<file path="src/rtl/regfile_pkg.sv">
// Shared definitions for the register file and its pending-write scoreboard.
// Holds default widths, register index/data typedefs and a helper for
// locating port k inside the packed multi-port address/data buses.
package regfile_pkg;

  localparam int unsigned DATA_W_DEF = 32;
  localparam int unsigned ADDR_W_DEF = 5;

  typedef logic [ADDR_W_DEF-1:0] reg_idx_t;
  typedef logic [DATA_W_DEF-1:0] reg_data_t;

  // Lowest bit of port k in a bus packed as k*w +: w.
  function automatic int unsigned port_lo(input int unsigned k, input int unsigned w);
    return k * w;
  endfunction

endpackage

</file>
<file path="src/rtl/reg_scoreboard.sv">
// Pending-write scoreboard for the register file.
// Tracks which registers have an issued but not yet written-back producer,
// the number of such registers, a sticky error for writebacks that had no
// producer, and per-read-port busy flags (combinational).
// Ports:
//   clk, rst            clock, async active-high reset
//   rd_addr             packed read indices, port k at [k*ADDR_W +: ADDR_W]
//   wr_en, wr_addr      writeback (clears pending)
//   iss_en, iss_addr    issue with destination (sets pending)
//   rd_busy_c           per-port hazard flag, combinational
//   pend_cnt            number of pending registers (registered)
//   sb_err              sticky spurious-writeback flag (registered)
module reg_scoreboard
  import regfile_pkg::*;
#(
  parameter int unsigned ADDR_W   = ADDR_W_DEF,
  parameter int unsigned NUM_RD   = 2,
  parameter bit          ZERO_REG = 1'b1
) (
  input  logic                     clk,
  input  logic                     rst,
  input  logic [NUM_RD*ADDR_W-1:0] rd_addr,
  input  logic                     wr_en,
  input  logic [ADDR_W-1:0]        wr_addr,
  input  logic                     iss_en,
  input  logic [ADDR_W-1:0]        iss_addr,
  output logic [NUM_RD-1:0]        rd_busy_c,
  output logic [ADDR_W:0]          pend_cnt,
  output logic                     sb_err
);

  localparam int unsigned DEPTH = 2 ** ADDR_W;
  localparam int unsigned CNT_W = ADDR_W + 1;
  localparam logic [CNT_W-1:0] CNT_MAX = CNT_W'(DEPTH);

  logic [DEPTH-1:0] pend_q, pend_d;
  logic [CNT_W-1:0] pend_cnt_q, pend_cnt_d;
  logic             sb_err_q, sb_err_d;
  logic             set_vld, clr_vld, inc, dec;

  // Pending bit, count and error next-state.
  always_comb begin
    set_vld    = iss_en && !(ZERO_REG && (iss_addr == '0));
    clr_vld    = wr_en && !(ZERO_REG && (wr_addr == '0));
    pend_d     = pend_q;
    pend_cnt_d = pend_cnt_q;
    sb_err_d   = sb_err_q;

    // Set applied after clear so a same-register collision keeps the new producer.
    if (clr_vld) pend_d[wr_addr] = 1'b0;
    if (set_vld) pend_d[iss_addr] = 1'b1;

    inc = set_vld && !pend_q[iss_addr];
    dec = clr_vld && pend_q[wr_addr] && !(set_vld && (iss_addr == wr_addr));

    if (inc && !dec && (pend_cnt_q != CNT_MAX)) begin
      pend_cnt_d = pend_cnt_q + CNT_W'(1);
    end else if (dec && !inc && (pend_cnt_q != '0)) begin
      pend_cnt_d = pend_cnt_q - CNT_W'(1);
    end

    if (clr_vld && !pend_q[wr_addr]) sb_err_d = 1'b1;
  end

  // Scoreboard state.
  always_ff @(posedge clk or posedge rst) begin
    if (rst) begin
      pend_q     <= '0;
      pend_cnt_q <= '0;
      sb_err_q   <= 1'b0;
    end else begin
      pend_q     <= pend_d;
      pend_cnt_q <= pend_cnt_d;
      sb_err_q   <= sb_err_d;
    end
  end

  // A same-cycle writeback to the source is bypassed, so it is not a hazard.
  always_comb begin
    rd_busy_c = '0;
    for (int unsigned k = 0; k < NUM_RD; k++) begin
      rd_busy_c[k] = pend_q[rd_addr[port_lo(k, ADDR_W) +: ADDR_W]] &&
                     !(wr_en && (wr_addr == rd_addr[port_lo(k, ADDR_W) +: ADDR_W]));
    end
  end

  assign pend_cnt = pend_cnt_q;
  assign sb_err   = sb_err_q;

endmodule

</file>
<file path="src/rtl/regfile_scoreboard.sv">
// Parametrised register file for the pipelined MIPS datapath with
// combinational read ports, write-to-read bypass, one posedge write port
// and an integrated pending-write scoreboard for RAW hazard detection.
// Optional build macro: REGFILE_INDEX_INIT_EN -- reset loads mem[i] = i
// (register 0 still 0); without it reset loads zeros.
// Ports:
//   clk, rst            clock, async active-high reset (priority)
//   rd_addr / rd_data   NUM_RD packed read ports (combinational)
//   rd_busy             per-port source-pending flag (combinational)
//   wr_en/addr/data     writeback port
//   iss_en/addr         issued destination
//   pend_cnt            registers currently pending
//   sb_err              sticky writeback-without-producer flag
module regfile_scoreboard
  import regfile_pkg::*;
#(
  parameter int unsigned DATA_W   = DATA_W_DEF,
  parameter int unsigned ADDR_W   = ADDR_W_DEF,
  parameter int unsigned NUM_RD   = 2,
  parameter bit          ZERO_REG = 1'b1
) (
  input  logic                     clk,
  input  logic                     rst,
  input  logic [NUM_RD*ADDR_W-1:0] rd_addr,
  output logic [NUM_RD*DATA_W-1:0] rd_data,
  output logic [NUM_RD-1:0]        rd_busy,
  input  logic                     wr_en,
  input  logic [ADDR_W-1:0]        wr_addr,
  input  logic [DATA_W-1:0]        wr_data,
  input  logic                     iss_en,
  input  logic [ADDR_W-1:0]        iss_addr,
  output logic [ADDR_W:0]          pend_cnt,
  output logic                     sb_err
);

  localparam int unsigned DEPTH = 2 ** ADDR_W;

  logic [DATA_W-1:0]        mem_q [DEPTH];
  logic [DATA_W-1:0]        mem_d [DEPTH];
  logic                     wr_ok_c;
  logic [NUM_RD*DATA_W-1:0] rd_data_c;
  logic [NUM_RD-1:0]        rd_busy_c;

  // Writes to register 0 are dropped when it is hardwired.
  always_comb begin
    wr_ok_c = wr_en && !(ZERO_REG && (wr_addr == '0));
    mem_d   = mem_q;
    if (wr_ok_c) mem_d[wr_addr] = wr_data;
  end

  // Storage.
  always_ff @(posedge clk or posedge rst) begin
    if (rst) begin
      for (int unsigned i = 0; i < DEPTH; i++) begin
`ifdef REGFILE_INDEX_INIT_EN
        mem_q[i] <= DATA_W'(i);
`else
        mem_q[i] <= '0;
`endif
      end
    end else begin
      mem_q <= mem_d;
    end
  end

  // Read muxes: bypass, then hardwired zero, then storage.
  // Bypass is blocked during reset so reads show the reset contents.
  always_comb begin
    rd_data_c = '0;
    for (int unsigned k = 0; k < NUM_RD; k++) begin
      if (wr_ok_c && !rst && (wr_addr == rd_addr[port_lo(k, ADDR_W) +: ADDR_W])) begin
        rd_data_c[port_lo(k, DATA_W) +: DATA_W] = wr_data;
      end else if (ZERO_REG && (rd_addr[port_lo(k, ADDR_W) +: ADDR_W] == '0)) begin
        rd_data_c[port_lo(k, DATA_W) +: DATA_W] = '0;
      end else begin
        rd_data_c[port_lo(k, DATA_W) +: DATA_W] = mem_q[rd_addr[port_lo(k, ADDR_W) +: ADDR_W]];
      end
    end
  end

  reg_scoreboard #(
    .ADDR_W   (ADDR_W),
    .NUM_RD   (NUM_RD),
    .ZERO_REG (ZERO_REG)
  ) u_sb (
    .clk       (clk),
    .rst       (rst),
    .rd_addr   (rd_addr),
    .wr_en     (wr_en),
    .wr_addr   (wr_addr),
    .iss_en    (iss_en),
    .iss_addr  (iss_addr),
    .rd_busy_c (rd_busy_c),
    .pend_cnt  (pend_cnt),
    .sb_err    (sb_err)
  );

  assign rd_data = rd_data_c;
  assign rd_busy = rd_busy_c;

endmodule

</file>
<file path="config.mk">
export PLATFORM = sky130hd
export DESIGN_NAME = regfile_scoreboard
export DESIGN_NICKNAME = d
export VERILOG_FILES = /design/src/rtl/regfile_pkg.sv /design/src/rtl/reg_scoreboard.sv /design/src/rtl/regfile_scoreboard.sv
export SDC_FILE = /design/constraint.sdc
export NUM_CORES = 2
export LEC_CHECK = 0
export CAP_MARGIN = 10
export CORE_MARGIN = 8
export CORE_UTILIZATION = 45
export DETAILED_ROUTE_END_ITERATION = 10
export GPL_TIMING_DRIVEN = 0
export REMOVE_ABC_BUFFERS = 1
export SLEW_MARGIN = 10
export SYNTH_ARGS = -nofsm -noshare
export SYNTH_HDL_FRONTEND = slang
export SYNTH_SLANG_ARGS = --single-unit
</file>
<file path="constraint.sdc">
create_clock -name clk -period 45.6 [get_ports clk]
set_input_delay 6.84 -clock clk [delete_from_list [all_inputs] [get_ports clk]]
set_output_delay 6.84 -clock clk [all_outputs]
set_load 0.1 [all_outputs]
</file>
==> results.yml <==
run_status:
  outcome: "completed"
setup_path:
  critPathMaxStageDelay_ns: 1.28
  crit_buf_inv: 3
  crit_top_cell: "clkdlybuf4s50_1"
  critPathCaptureType: "output port"
  crit_fanout: 22
  startpoint_type: "input port"
  cp_cell_sequence: "clkdlybuf4s50_1, or4_1, o21ai_1, nor3_2, buf_4, nor2_1, o211ai_1, o21ai_0, clkdlybuf4s50_1"
  critPathKind: "in -> out"
  worstPathArrival_ns: 12.38
  path_delay_family: "buffers and inverters"
  slowest_stage: "clkdlybuf4s50_1"
  critPathRequiredTime_ns: 38.76
drt:
  vias_per_cell: 6.49
  routed_wl_um: 188000
  initialDrtViolationCount: 3748
  firstDrtPassIters: 5
  antenna_left: 0
  drc: 0
  via_count: 38811
  routedWlPerCell_um: 31.4
cts:
  clock_latency_ns: 0.72
  cts_sinks: 1063
  postCtsResizedCells: 0
  cts_buffer_depth: 3
  cts-root-buf: "clkbuf_16"
  ctsHoldBuffers: 0
  htree_num_levels: 3
  tritoncts: "built"
  cts.clk_slew.worst_paths_ns: 0.06
  cts_setup_buffers: 0
  cts_buffers: 119
global_routing:
  gr-usage-all-layers_pct: 26.2
  grt_pass1_wl_um: 277000
  grt-ovfl-total: 0
  grt_antenna_before_repair: 4
  first_global_vias: 39220
  grt_max_degree: 114
yosys:
  yosysUniqueCellTypes: 61
  syn_avg_cell_area_um2: 13.7
  synth_edf_count: 0
  yosysWarningCount: 0
  synth.area.top_cells: "dfrtp_1 46%, mux2_2 21%, mux4_2 16%, mux2i_1 4.4%, clkbuf_1 1.9%"
  yosys.area.top_type: "dfrtp_1"
  syn_area_um2: 58400
  synthFlopType: "dfrtp_1"
  ys_ff_latch: 1063
  synth.top_cell.area_share_pct: 45.6
  syn_inst: 4258
  yosysSeqAreaShare_pct: 45.6
  async_flop_share_pct: 100
die:
  boundaryPins: 129
  die-width_um: 376
  rows: 132
  die_h_um: 376
  dieArea_um2: 141000
  initial_core_util_pct: 45.2
  core_area_um2: 129000
timing:
  fin_setup_tns_ns: 0
  finalCriticalPeriod_ns: 19.22
  fin_ws_ns: 26.38
  finClkSkew_ns: 0.0135
  finalHoldViolCount: 0
  clock.fmax_ghz: 0.0520
  finalCritPeriodShare_pct: 42.1
  setup_viol: 0
  slew_violations: 0
  relSlewSlack_pct: 14.2
  worst_slew_pin_slew_ns: 1.28
  rsz0062_at_grt: "no"
cells_and_area:
  n_fill_cell: 10959
  fin_cells: 5980
  nets: 4210
  layout_common_cells: "1,089 x mux2_2, 1,063 x dfrtp_1, 408 x mux4_2, 254 x mux2i_1, 203 x nand2_1"
  area_delta_synth_final_pct: 14.2
  mostFrequentLayoutCell: "mux2_2"
  layout-drive-gt1-share_pct: 43.5
power_and_ir_drop:
  p_leak_nw: 28.5
  peakVddDrop_mv: 0.0355
  powerDensity_nw_per_um2: 43.7
place:
  dp.cells: 5768
  place.gp.congestion: 0.781
  dp_slack_ns: 26.53
  io_buffers: 128
  hpwlAfterDp_um: 112000
flow_run:
  drv_cap: 0
worst_hold_path:
  hp-class: "reg -> reg"
-- report_power, final --
part           switching [mW]  total, mW  internal (mW)
Clock                   0.399      0.941          0.543
Combinational           0.346      0.714          0.367
Sequential              0.130       1.26           1.13
-- stage by stage --
| step | hold WS, ns | util (%) | total power [mW] | instance area, um^2 |
|---|---|---|---|---|
| after floorplan | 0.369 | - | 1.76 | 56500 |
| after global placement | 0.381 | 46.4 | 2.05 | 59900 |
| after detailed placement | 0.386 | 48.7 | 1.98 | 62900 |
| after CTS | 0.399 | 51.6 | 2.93 | 66600 |
| after global routing | 0.408 | 51.6 | 3.04 | 66700 |
| final | 0.397 | 51.6 | 2.91 | 66700 |
-- final timing paths --
path | cells past startpoint | end | start | slack [ns]
min in group asynchronous | 2 | u_sb.pend_q[0]$_DFF_PP0_ | rst | 6.58
max | 9 | rd_data[0] | wr_addr[1] | 26.38
min reg2reg | 0 | mem_q[992]$_DFFE_PP0P_ | mem_q[992]$_DFFE_PP0P_ | 0.40
min | 0 | mem_q[992]$_DFFE_PP0P_ | mem_q[992]$_DFFE_PP0P_ | 0.40
max reg2reg | 13 | u_sb.pend_cnt[5]$_DFFE_PP0P_ | u_sb.pend_q[27]$_DFF_PP0_ | 41.69
max in group asynchronous | 5 | mem_q[630]$_DFFE_PP0P_ | rst | 36.96
-- layer usage --
layer | part of all wire [%] | track usage (%) | vias to the layer above
met5 | 0.0085 | 0 | -
li1 | - | - | 16109
met1 | 44 | 37.9 | 20847
met4 | 3.5 | 8.08 | 2
met2 | 46 | 40.6 | 1481
met3 | 7.0 | 4.41 | 372
-- registers in the layout, summed over array words and instances (netlist names) --
| name | flops |
|---|---|
| u_sb.pend_q | 32 |
| u_sb.sb_err | 1 |
| u_sb.pend_cnt | 6 |
| mem_q | 1024 |
-- synthesized netlist by cell type (all sizes together) (35+ instances only) --
cell type,instances
mux2,1089
dfrtp,1063
mux4,410
clkbuf,302
mux2i,254
nand2,219
buf,170
o21ai,126
a221oi,82
nand2b,67
a21oi,60
nor2,59
o221ai,44
nor3,43
o22ai,35
-- final cells by class --
cell class | instances | area, um^2 | area share (%)
antenna | 2 | 5.00 | 0.00751
clock buffer | 184 | 3520 | 5.29
clock inverter | 25 | 234 | 0.351
inverter | 17 | 76.3 | 0.114
multi-input combinational | 2706 | 30100 | 45.1
sequential | 1063 | 26600 | 39.9
tap | 1742 | 2180 | 3.27
timing repair buffer | 241 | 3950 | 5.93
-- logic make-up (layout without fill, tap and decap cells) --
kind of cell | after synthesis | after routing | share of synthesized area (%)
xor+xnor | 19 | 19 | 0.298
fa+ha+maj | 6 | 6 | 0.142
compound gates | 489 | 489 | 5.93
other cells | 0 | 2 | 0
flops | 1063 | 1063 | 45.6
mux | 1753 | 1753 | 41.2
simple gates | 439 | 439 | 3.46
buf+inv | 489 | 467 | 3.37
(Power assumes the default switching activity.)
